File: src/rtl/ctrl_pipe_unit.sv
// Pipelined WISC control unit: ID decode plus EX/MEM/WB control bundles, hazard stalls,
// memory freeze, branch flush and HLT drain. Optional forwarding build: CTRL_PIPE_FWD_EN.
module ctrl_pipe_unit #(
   parameter int REG_ADDR_W = 4,
   parameter int BR_FLUSH   = 1
) (
   input  logic                  clk,
   input  logic                  rst_n,
   input  logic                  id_valid,
   input  logic [3:0]            id_opcode,
   input  logic [REG_ADDR_W-1:0] id_rs,
   input  logic [REG_ADDR_W-1:0] id_rt,
   input  logic [REG_ADDR_W-1:0] id_rd,
   input  logic                  br_taken,
   input  logic                  mem_ready,
   output logic                  id_branch,
   output logic                  id_branch_reg,
   output logic                  stall_pc,
   output logic                  flush_ifid,
   output logic                  ex_valid,
   output logic                  mem_valid,
   output logic                  wb_valid,
   output logic [2:0]            ex_ctrl,
   output logic [2:0]            mem_ctrl,
   output logic [1:0]            wb_ctrl,
   output logic [REG_ADDR_W-1:0] wb_rd,
   output logic [1:0]            fwd_a,
   output logic [1:0]            fwd_b,
   output logic                  halted
);

   localparam int RW = REG_ADDR_W;

   localparam logic [1:0] ST_RUN    = 2'b00;
   localparam logic [1:0] ST_DRAIN  = 2'b01;
   localparam logic [1:0] ST_HALTED = 2'b10;

   typedef struct packed {
      logic          vld;
      logic [2:0]    ex;    // {RegDst,AluSrc,MemHalf}
      logic [2:0]    mem;   // {MemEnable,MemWrite,MemtoReg}
      logic [1:0]    wb;    // {RegWrite,PC}
      logic [RW-1:0] rd;
`ifdef CTRL_PIPE_FWD_EN
      logic [RW-1:0] rs;
      logic [RW-1:0] rt;
`endif
   } ex_stage_t;

   typedef struct packed {
      logic          vld;
      logic [2:0]    mem;
      logic [1:0]    wb;
      logic [RW-1:0] rd;
   } mem_stage_t;

   typedef struct packed {
      logic          vld;
      logic [1:0]    wb;
      logic [RW-1:0] rd;
   } wb_stage_t;

   ex_stage_t  ex_q,  ex_d;
   mem_stage_t mem_q, mem_d;
   wb_stage_t  wb_q,  wb_d;
   logic [2:0] flush_cnt;
   logic [1:0] state;

   logic [2:0] d_ex;
   logic [2:0] d_mem;
   logic [1:0] d_wb;
   logic       d_rt_use;
   logic       d_hlt;

   always_comb begin
      d_ex          = 3'b000;
      d_mem         = 3'b000;
      d_wb          = 2'b00;
      d_rt_use      = 1'b0;
      id_branch     = 1'b0;
      id_branch_reg = 1'b0;
      case (id_opcode)
         4'b0000, 4'b0001, 4'b0010, 4'b0011, 4'b0111: begin
            d_ex     = 3'b110;
            d_wb     = 2'b10;
            d_rt_use = 1'b1;
         end
         4'b0100, 4'b0101, 4'b0110: begin
            d_ex = 3'b100;
            d_wb = 2'b10;
         end
         4'b1000: begin
            d_mem = 3'b101;
            d_wb  = 2'b10;
         end
         4'b1001: begin
            d_mem    = 3'b110;
            d_rt_use = 1'b1;
         end
         4'b1010, 4'b1011: begin
            d_ex = 3'b001;
            d_wb = 2'b10;
         end
         4'b1100: id_branch = 1'b1;
         4'b1101: begin
            id_branch     = 1'b1;
            id_branch_reg = 1'b1;
         end
         4'b1110: d_wb = 2'b11;
         default: ;
      endcase
   end

   assign d_hlt = (id_opcode == 4'b1111);

   // True when a writing stage's destination feeds one of the ID sources; r0 never matches.
   function automatic logic src_hit(input logic v, input logic w, input logic [RW-1:0] rd,
                                    input logic [RW-1:0] rs, input logic [RW-1:0] rt,
                                    input logic rt_use);
      return v && w && (rd != '0) && ((rd == rs) || (rt_use && (rd == rt)));
   endfunction

   logic id_live;
   logic freeze;
   logic hazard;
   logic accept;
   logic take_br;
   logic go_hlt;

   assign id_live = id_valid && (flush_cnt == 3'd0) && (state == ST_RUN);
   assign freeze  = mem_q.vld && mem_q.mem[2] && !mem_ready;

`ifdef CTRL_PIPE_FWD_EN
   assign hazard = id_live &&
                   src_hit(ex_q.vld, ex_q.mem[0], ex_q.rd, id_rs, id_rt, d_rt_use);
`else
   assign hazard = id_live &&
                   (src_hit(ex_q.vld,  ex_q.wb[1],  ex_q.rd,  id_rs, id_rt, d_rt_use) ||
                    src_hit(mem_q.vld, mem_q.wb[1], mem_q.rd, id_rs, id_rt, d_rt_use) ||
                    src_hit(wb_q.vld,  wb_q.wb[1],  wb_q.rd,  id_rs, id_rt, d_rt_use));
`endif

   assign accept   = id_live && !freeze && !hazard;
   assign take_br  = accept && id_branch && br_taken;
   assign go_hlt   = accept && d_hlt;
   assign stall_pc = freeze || hazard || (state != ST_RUN);

   always_comb begin
      ex_d = '0;
      if (freeze) begin
         ex_d = ex_q;
      end else if (accept && !d_hlt) begin
         ex_d.vld = 1'b1;
         ex_d.ex  = d_ex;
         ex_d.mem = d_mem;
         ex_d.wb  = d_wb;
         ex_d.rd  = id_rd;
`ifdef CTRL_PIPE_FWD_EN
         ex_d.rs  = id_rs;
         ex_d.rt  = d_rt_use ? id_rt : '0;
`endif
      end
   end

   always_comb begin
      mem_d = mem_q;
      if (!freeze) begin
         mem_d.vld = ex_q.vld;
         mem_d.mem = ex_q.mem;
         mem_d.wb  = ex_q.wb;
         mem_d.rd  = ex_q.rd;
      end
   end

   // A frozen MEM access must not retire twice, so WB takes a bubble while frozen.
   always_comb begin
      wb_d = '0;
      if (!freeze) begin
         wb_d.vld = mem_q.vld;
         wb_d.wb  = mem_q.wb;
         wb_d.rd  = mem_q.rd;
      end
   end

   always_ff @(posedge clk or negedge rst_n) begin
      if (!rst_n) begin
         ex_q      <= '0;
         mem_q     <= '0;
         wb_q      <= '0;
         flush_cnt <= 3'd0;
         state     <= ST_RUN;
      end else begin
         ex_q  <= ex_d;
         mem_q <= mem_d;
         wb_q  <= wb_d;
         if (take_br)
            flush_cnt <= 3'(BR_FLUSH);
         else if (flush_cnt != 3'd0)
            flush_cnt <= flush_cnt - 3'd1;
         case (state)
            ST_RUN:   if (go_hlt) state <= ST_DRAIN;
            ST_DRAIN: if (!ex_q.vld && !mem_q.vld && !wb_q.vld) state <= ST_HALTED;
            default:  state <= state;
         endcase
      end
   end

`ifdef CTRL_PIPE_FWD_EN
   logic mem_wr;
   logic wb_wr;
   assign mem_wr = mem_q.vld && mem_q.wb[1] && (mem_q.rd != '0);
   assign wb_wr  = wb_q.vld  && wb_q.wb[1]  && (wb_q.rd  != '0);
   assign fwd_a  = (mem_wr && (mem_q.rd == ex_q.rs)) ? 2'b10 :
                   (wb_wr  && (wb_q.rd  == ex_q.rs)) ? 2'b01 : 2'b00;
   assign fwd_b  = (mem_wr && (mem_q.rd == ex_q.rt)) ? 2'b10 :
                   (wb_wr  && (wb_q.rd  == ex_q.rt)) ? 2'b01 : 2'b00;
`else
   assign fwd_a = 2'b00;
   assign fwd_b = 2'b00;
`endif

   assign flush_ifid = (flush_cnt != 3'd0);
   assign ex_valid   = ex_q.vld;
   assign ex_ctrl    = ex_q.ex;
   assign mem_valid  = mem_q.vld;
   assign mem_ctrl   = mem_q.mem;
   assign wb_valid   = wb_q.vld;
   assign wb_ctrl    = wb_q.wb;
   assign wb_rd      = wb_q.rd;
   assign halted     = (state == ST_HALTED);

endmodule

File: config.mk
export PLATFORM = sky130hd
export DESIGN_NAME = ctrl_pipe_unit
export DESIGN_NICKNAME = d
export VERILOG_FILES = /design/src/rtl/ctrl_pipe_unit.sv
export SDC_FILE = /design/constraint.sdc
export NUM_CORES = 1
export LEC_CHECK = 0
export ABC_AREA = 1
export CORE_AREA = 2 2 70 72
export CTS_CLUSTER_DIAMETER = 150
export CTS_CLUSTER_SIZE = 40
export DETAILED_ROUTE_END_ITERATION = 8
export DIE_AREA = 0 0 72 74
export GPL_ROUTABILITY_DRIVEN = 0
export PLACE_DENSITY = 0.8
export SYNTH_ARGS = -nofsm -noshare
export SYNTH_HDL_FRONTEND = slang
export SYNTH_SLANG_ARGS = --single-unit
File: constraint.sdc
create_clock -name clk -period 1.9 [get_ports clk]
set_input_delay 0.57 -clock clk [delete_from_list [all_inputs] [get_ports clk]]
set_output_delay 0.57 -clock clk [all_outputs]
set_load 0.01 [all_outputs]
Word-level counts from Yosys, hierarchy flattened:

Cells that the tools add are included.
Widths: inputs -> output; s select.

* $add $sub $neg: 1
* multipliers: 0
* div/mod/pow operators: 0
* order comparisons: 0
* equality and inequality tests: 25
* shift-type cells: 0
* mux-type cells: 13
* bitwise operators: 0
* reductions and logical operators: 56

Operators by type and width (count)
* $eq 4x4->1 const B: 8
* $logic_and 1x1->1: 25
* $eq 4x4->1: 6
* $eq 4x3->1 const B: 4
* $mux 13: 1
* $reduce_bool 4->1: 3
* $reduce_or 11->1: 1
* $pmux 3 s3: 1
* $eq 4x2->1 const B: 2
* $pmux 2 s2: 2
* $logic_not 1->1: 7
* $logic_or 1x1->1: 7
* $mux 7: 1
* $mux 3: 2
* $pmux 3 s2: 1
* $reduce_bool 2->1: 3
* $reduce_or 6->1: 1
* $reduce_or 5->1: 1
* $eq 4x1->1 const B: 1
* $logic_not 4->1: 1
* $mux 2: 2
* $ne 2x2->1 const B: 2
* $reduce_or 2->1: 2
* $logic_not 3->1: 1
* 8 further kinds: 10

* flip-flop bits (word level): 35
* latch bits: 0
* memory bits (writable): 0
* bits in read-only memories: 0
* input bits: 21
* output and inout bits: 24
* memories kept: 0

Logic depth before layout (Yosys ltp):

* depth after elaboration: 14
* depth in mapped cells: 11

Least setup slack after synthesis:

Ideal clock, no wire load.

* path type: input to output
* start point: in id_opcode[3]
* end point: out stall_pc
* arrival: 1597 ps
* required time: 1330 ps
* slack: -267 ps
* stages: 8
* cell sequence: inv_1 -> nor2_1 -> nand2_2 -> nand2_2 -> nand3_1 -> a21oi_1 -> nor2_4 -> o21ai_0

* longest elaborated chain between the ends: 11
* elaborated cells between the ends (all ways): 22

Ends and longest elaborated chain
* start: declaration: line 10 `input logic [3:0] id_opcode,`
* $eq 4x4->1 (tied with other cells): line 82 `case (id_opcode)`
* $reduce_or 6->1 (no line) *
* $mux 1 *: line 82
* $logic_and 1x1->1: line 120 `return v && w && (rd != '0) && ((rd == rs) || (rt_use && (rd == rt)));`
* $logic_or 1x1->1: line 120
* $logic_and 1x1->1: line 120
* $logic_or 1x1->1: line 138 `(src_hit(ex_q.vld, ex_q.wb[1], ex_q.rd, id_rs, id_rt, d_rt_use) ||`
* $logic_or 1x1->1 *: line 139 `src_hit(mem_q.vld, mem_q.wb[1], mem_q.rd, id_rs, id_rt, d_rt_use) ||`
* $logic_and 1x1->1 *: line 137 `assign hazard = id_live &&`
* $logic_or 1x1->1 * (2 in a row): line 146 `assign stall_pc = freeze || hazard || (state != ST_RUN);`
* end: declaration: line 18 `output logic stall_pc,`

Every way passes the cells marked *; elsewhere a longest branch is shown, timed or not.

Worst setup path in the final report:

* start point: in id_rt[1]
* end point: out stall_pc

* longest elaborated chain between the ends: 9
* elaborated cells between the ends (all ways): 17

Ends and longest elaborated chain
* start: declaration: line 12 `input logic [REG_ADDR_W-1:0] id_rt,`
* $eq 4x4->1: line 120
* $logic_and 1x1->1: line 120
* $logic_or 1x1->1: line 120
* $logic_and 1x1->1: line 120
* $logic_or 1x1->1: line 138
* $logic_or 1x1->1 *: line 139
* $logic_and 1x1->1 *: line 137
* $logic_or 1x1->1 * (2 in a row): line 146

Marked as above.

==> results.txt <==
status = complete, but fails checks
failing checks = negative setup slack
H-tree depth = 2
initial antenna violation count = 0
hold_ws = 0.479 ns
leakage power = 1.57 nW
Primary FF master, synth = dfrtp_1
Final nets = 378
Via density = 4.98
clk buf depth = 2
CP Launch Type = input port
P&R area growth vs syn = 51.2%
Synth Area in Compound Gates = 0.0555
Adder-Cell Fraction of Synth Area = 0.0126
WP data required = 1.33 ns
CP max FO = 3
Initial DRT Pass Iterations = 4
IO Count = 45
Max VDD drop = 0.374 mV
top cells by count, synth = nand2_1 (86), dfrtp_1 (35), inv_1 (33), nor2_1 (29), o21ai_0 (18)
Area after DPL = 0.00277 mm^2
die area = 0.00533 mm^2
total track usage = 0.212
Yosys warning count = 0
Yosys top cell by area = dfrtp_1
cells after synthesis = 263
crit path kind = input port to output port
top cell type's share of synthesized area = 0.441
Port Buffers = 40
largest family of logic cells by synthesized area = simple AND/OR/NAND/NOR gates
Post-Route WL = 5.29 mm
sw power = 507 uW
Comb pwr share = 0.242
Final Hold Viols = 0
PD cells = 616 mW/mm^2
hold crit path type = register to register
share of power burned in registers = 0.441
worst path cell trace = buf_2 -> buf_4 -> nand2_1 -> nand2_2 -> nor2_4 -> nand3_4 -> a21oi_4 -> nor2_4 -> o21ai_2 -> buf_2
Synth Area per Inst = 7.55 um^2
vias in the first global route = 1,966
Post-Synth Simple-Gate Area = 0.315
share of layout cells above drive strength 1 = 0.326
Final Cycle Share = 1.18
Yosys reg bits = 35
via count = 2,040
design area = 0.00300 mm^2
GRT Residual Overflow = 0
Reg clk slew, reported paths = 0.07 ns
DIE WIDTH = 72 um
XOR/XNOR share of the synthesized area = 0.0662
FF-to-FF path depth = 9
clk root buf = clkbuf_8
CTS buffer count = 5
antenna viol nets, final = 0
Setup Viol. Count Final = 2
residual DRC count = 0
sw frac = 0.274
CP max stage delay = 0.18 ns
Max-Cap Viols = 0
DRT iter0 DRCs = 151
std cell rows = 25
post-synthesis mux area share = 0
Syn Std Cell Area = 0.00199 mm^2
final setup TNS = -0.334 ns
Hold Path Depth = 1
global-route wire length before repair = 8.69 mm
register area share after synthesis = 0.441
dpl hpwl = 3.65 mm
worst path arrival time = 1.66 ns
P_int = 1.34 mW
top cells by area, synth = dfrtp_1 (44%), nand2_1 (16%), xor2_1 (6.6%), inv_1 (6.2%), nor2_1 (5.5%)
asr flop ratio synth = 1.00
skew final = 0.00855 ns
Wirelength per Cell = 12.9 um
Post-synth EDFFs = 0
Cell variety after synth = 23
CP max-delay cell = a21oi_4
largest net degree at the start of global routing = 36
Sink Count = 35
core area = 0.00460 mm^2
Clock Latency Late Sink = 0.29 ns
most frequent cell after synthesis = nand2_1
nature of the critical path endpoint = output port
RSZ-0062 raised after global routing = yes
cts hold-fix bufs = 0
number of diodes = 0
fin. max-slew vios = 0
Fmax = 448 MHz
Final Critical Period = 2.23 ns
pre-CTS setup slack = -1.23 ns
starting density of the core = 0.432
Final Worst Setup Slack = -0.333 ns
Clk pwr share = 0.317
Die Y = 74 um
CTS tree = done
timing repair:
item | CTS | global route
endpoints found under the setup margin | 23 | 5
pin swaps | 19 | 16
hold endpoints to repair | 0 | 0
resized for setup | 84 | 13
buffers inserted | 12 | 4
worst paths after layout:
check | end | slack [ns] | start
worst max-delay path | stall_pc | -0.33 | id_rt[1]
worst min-delay path | mem_ctrl[2]$_DFFE_PN0N_ | 0.48 | ex_q[8]$_DFFE_PN0N_
worst max register to register | flush_cnt[1]$_DFFE_PN0P_ | 0.14 | flush_cnt[0]$_DFFE_PN0P_
worst min register to register | mem_ctrl[2]$_DFFE_PN0N_ | 0.48 | ex_q[8]$_DFFE_PN0N_
max in group asynchronous | state[0]$_DFFE_PN0P_ | 1.04 | rst_n
min in group asynchronous | wb_rd[2]$_DFF_PN0_ | 0.66 | rst_n
power groups by stage:
| stage | Combinational (mW) | Clock [mW] | Sequential, mW |
|---|---|---|---|
| after CTS | 0.449 | 0.604 | 0.816 |
| final | 0.448 | 0.587 | 0.816 |
| after global placement | 0.405 | 0 | 0.831 |
| after global routing | 0.513 | 0.629 | 0.821 |
| after floorplan | 0.219 | 0 | 0.830 |
| after detailed placement | 0.423 | 0 | 0.833 |
state kept, by name, summed over array words and instances (netlist names):
signal and cells:
ex_ctrl 3, ex_q 9, ex_valid 1, flush_cnt 3
mem_ctrl 3, mem_q 6, mem_valid 1, state 2
wb_ctrl 2, wb_rd 4, wb_valid 1
worst max-delay path: cells and delay by family:
kind / cells / cell delay (ns)
AOI/OAI and AO/OA: 2 / 0.27
and+or+nand+nor: 5 / 0.45
buffers and inverters: 3 / 0.38
logic make-up after synthesis:
group / count (synthesis)
compound gates: 21
xor+xnor: 15
fa+ha+maj: 2
buf+inv: 47
flops: 35
other cells: 1
simple gates: 142
layout by cell type (no fill, tap or decap), types with 7 or more instances in the layout:
master	n
buf_2	13
buf_4	51
clkbuf_8	7
clkdlybuf4s50_1	21
dfrtp_1	34
inv_1	27
nand2_1	77
nand2_2	8
nand4_1	10
nor2_1	20
o21ai_0	16
xor2_1	15
cell type report:
| type | count | area (um^2) |
|---|---|---|
| clock buffer | 8 | 100 |
| inverter | 34 | 143 |
| timing repair buffer | 95 | 774 |
| fill | 379 | 1600 |
| sequential | 35 | 877 |
| multi-input combinational | 184 | 1040 |
| tap | 54 | 67.6 |
per-layer routing:
layer,track usage,part of all wire,vias up
met5,0,0,-
met1,0.252,0.41,972
li1,-,-,988
met4,0.0964,0.028,0
met3,0.0434,0.049,15
met2,0.371,0.51,65
per-stage QoR:
stage,std cells,utilization,power (mW)
floorplan,266,-,1.05
global placement,387,0.602,1.24
detailed placement,387,0.602,1.26
CTS,407,0.645,1.87
global route,410,0.653,1.96
finish,410,0.653,1.85
Power figures use the tool's default switching activity.
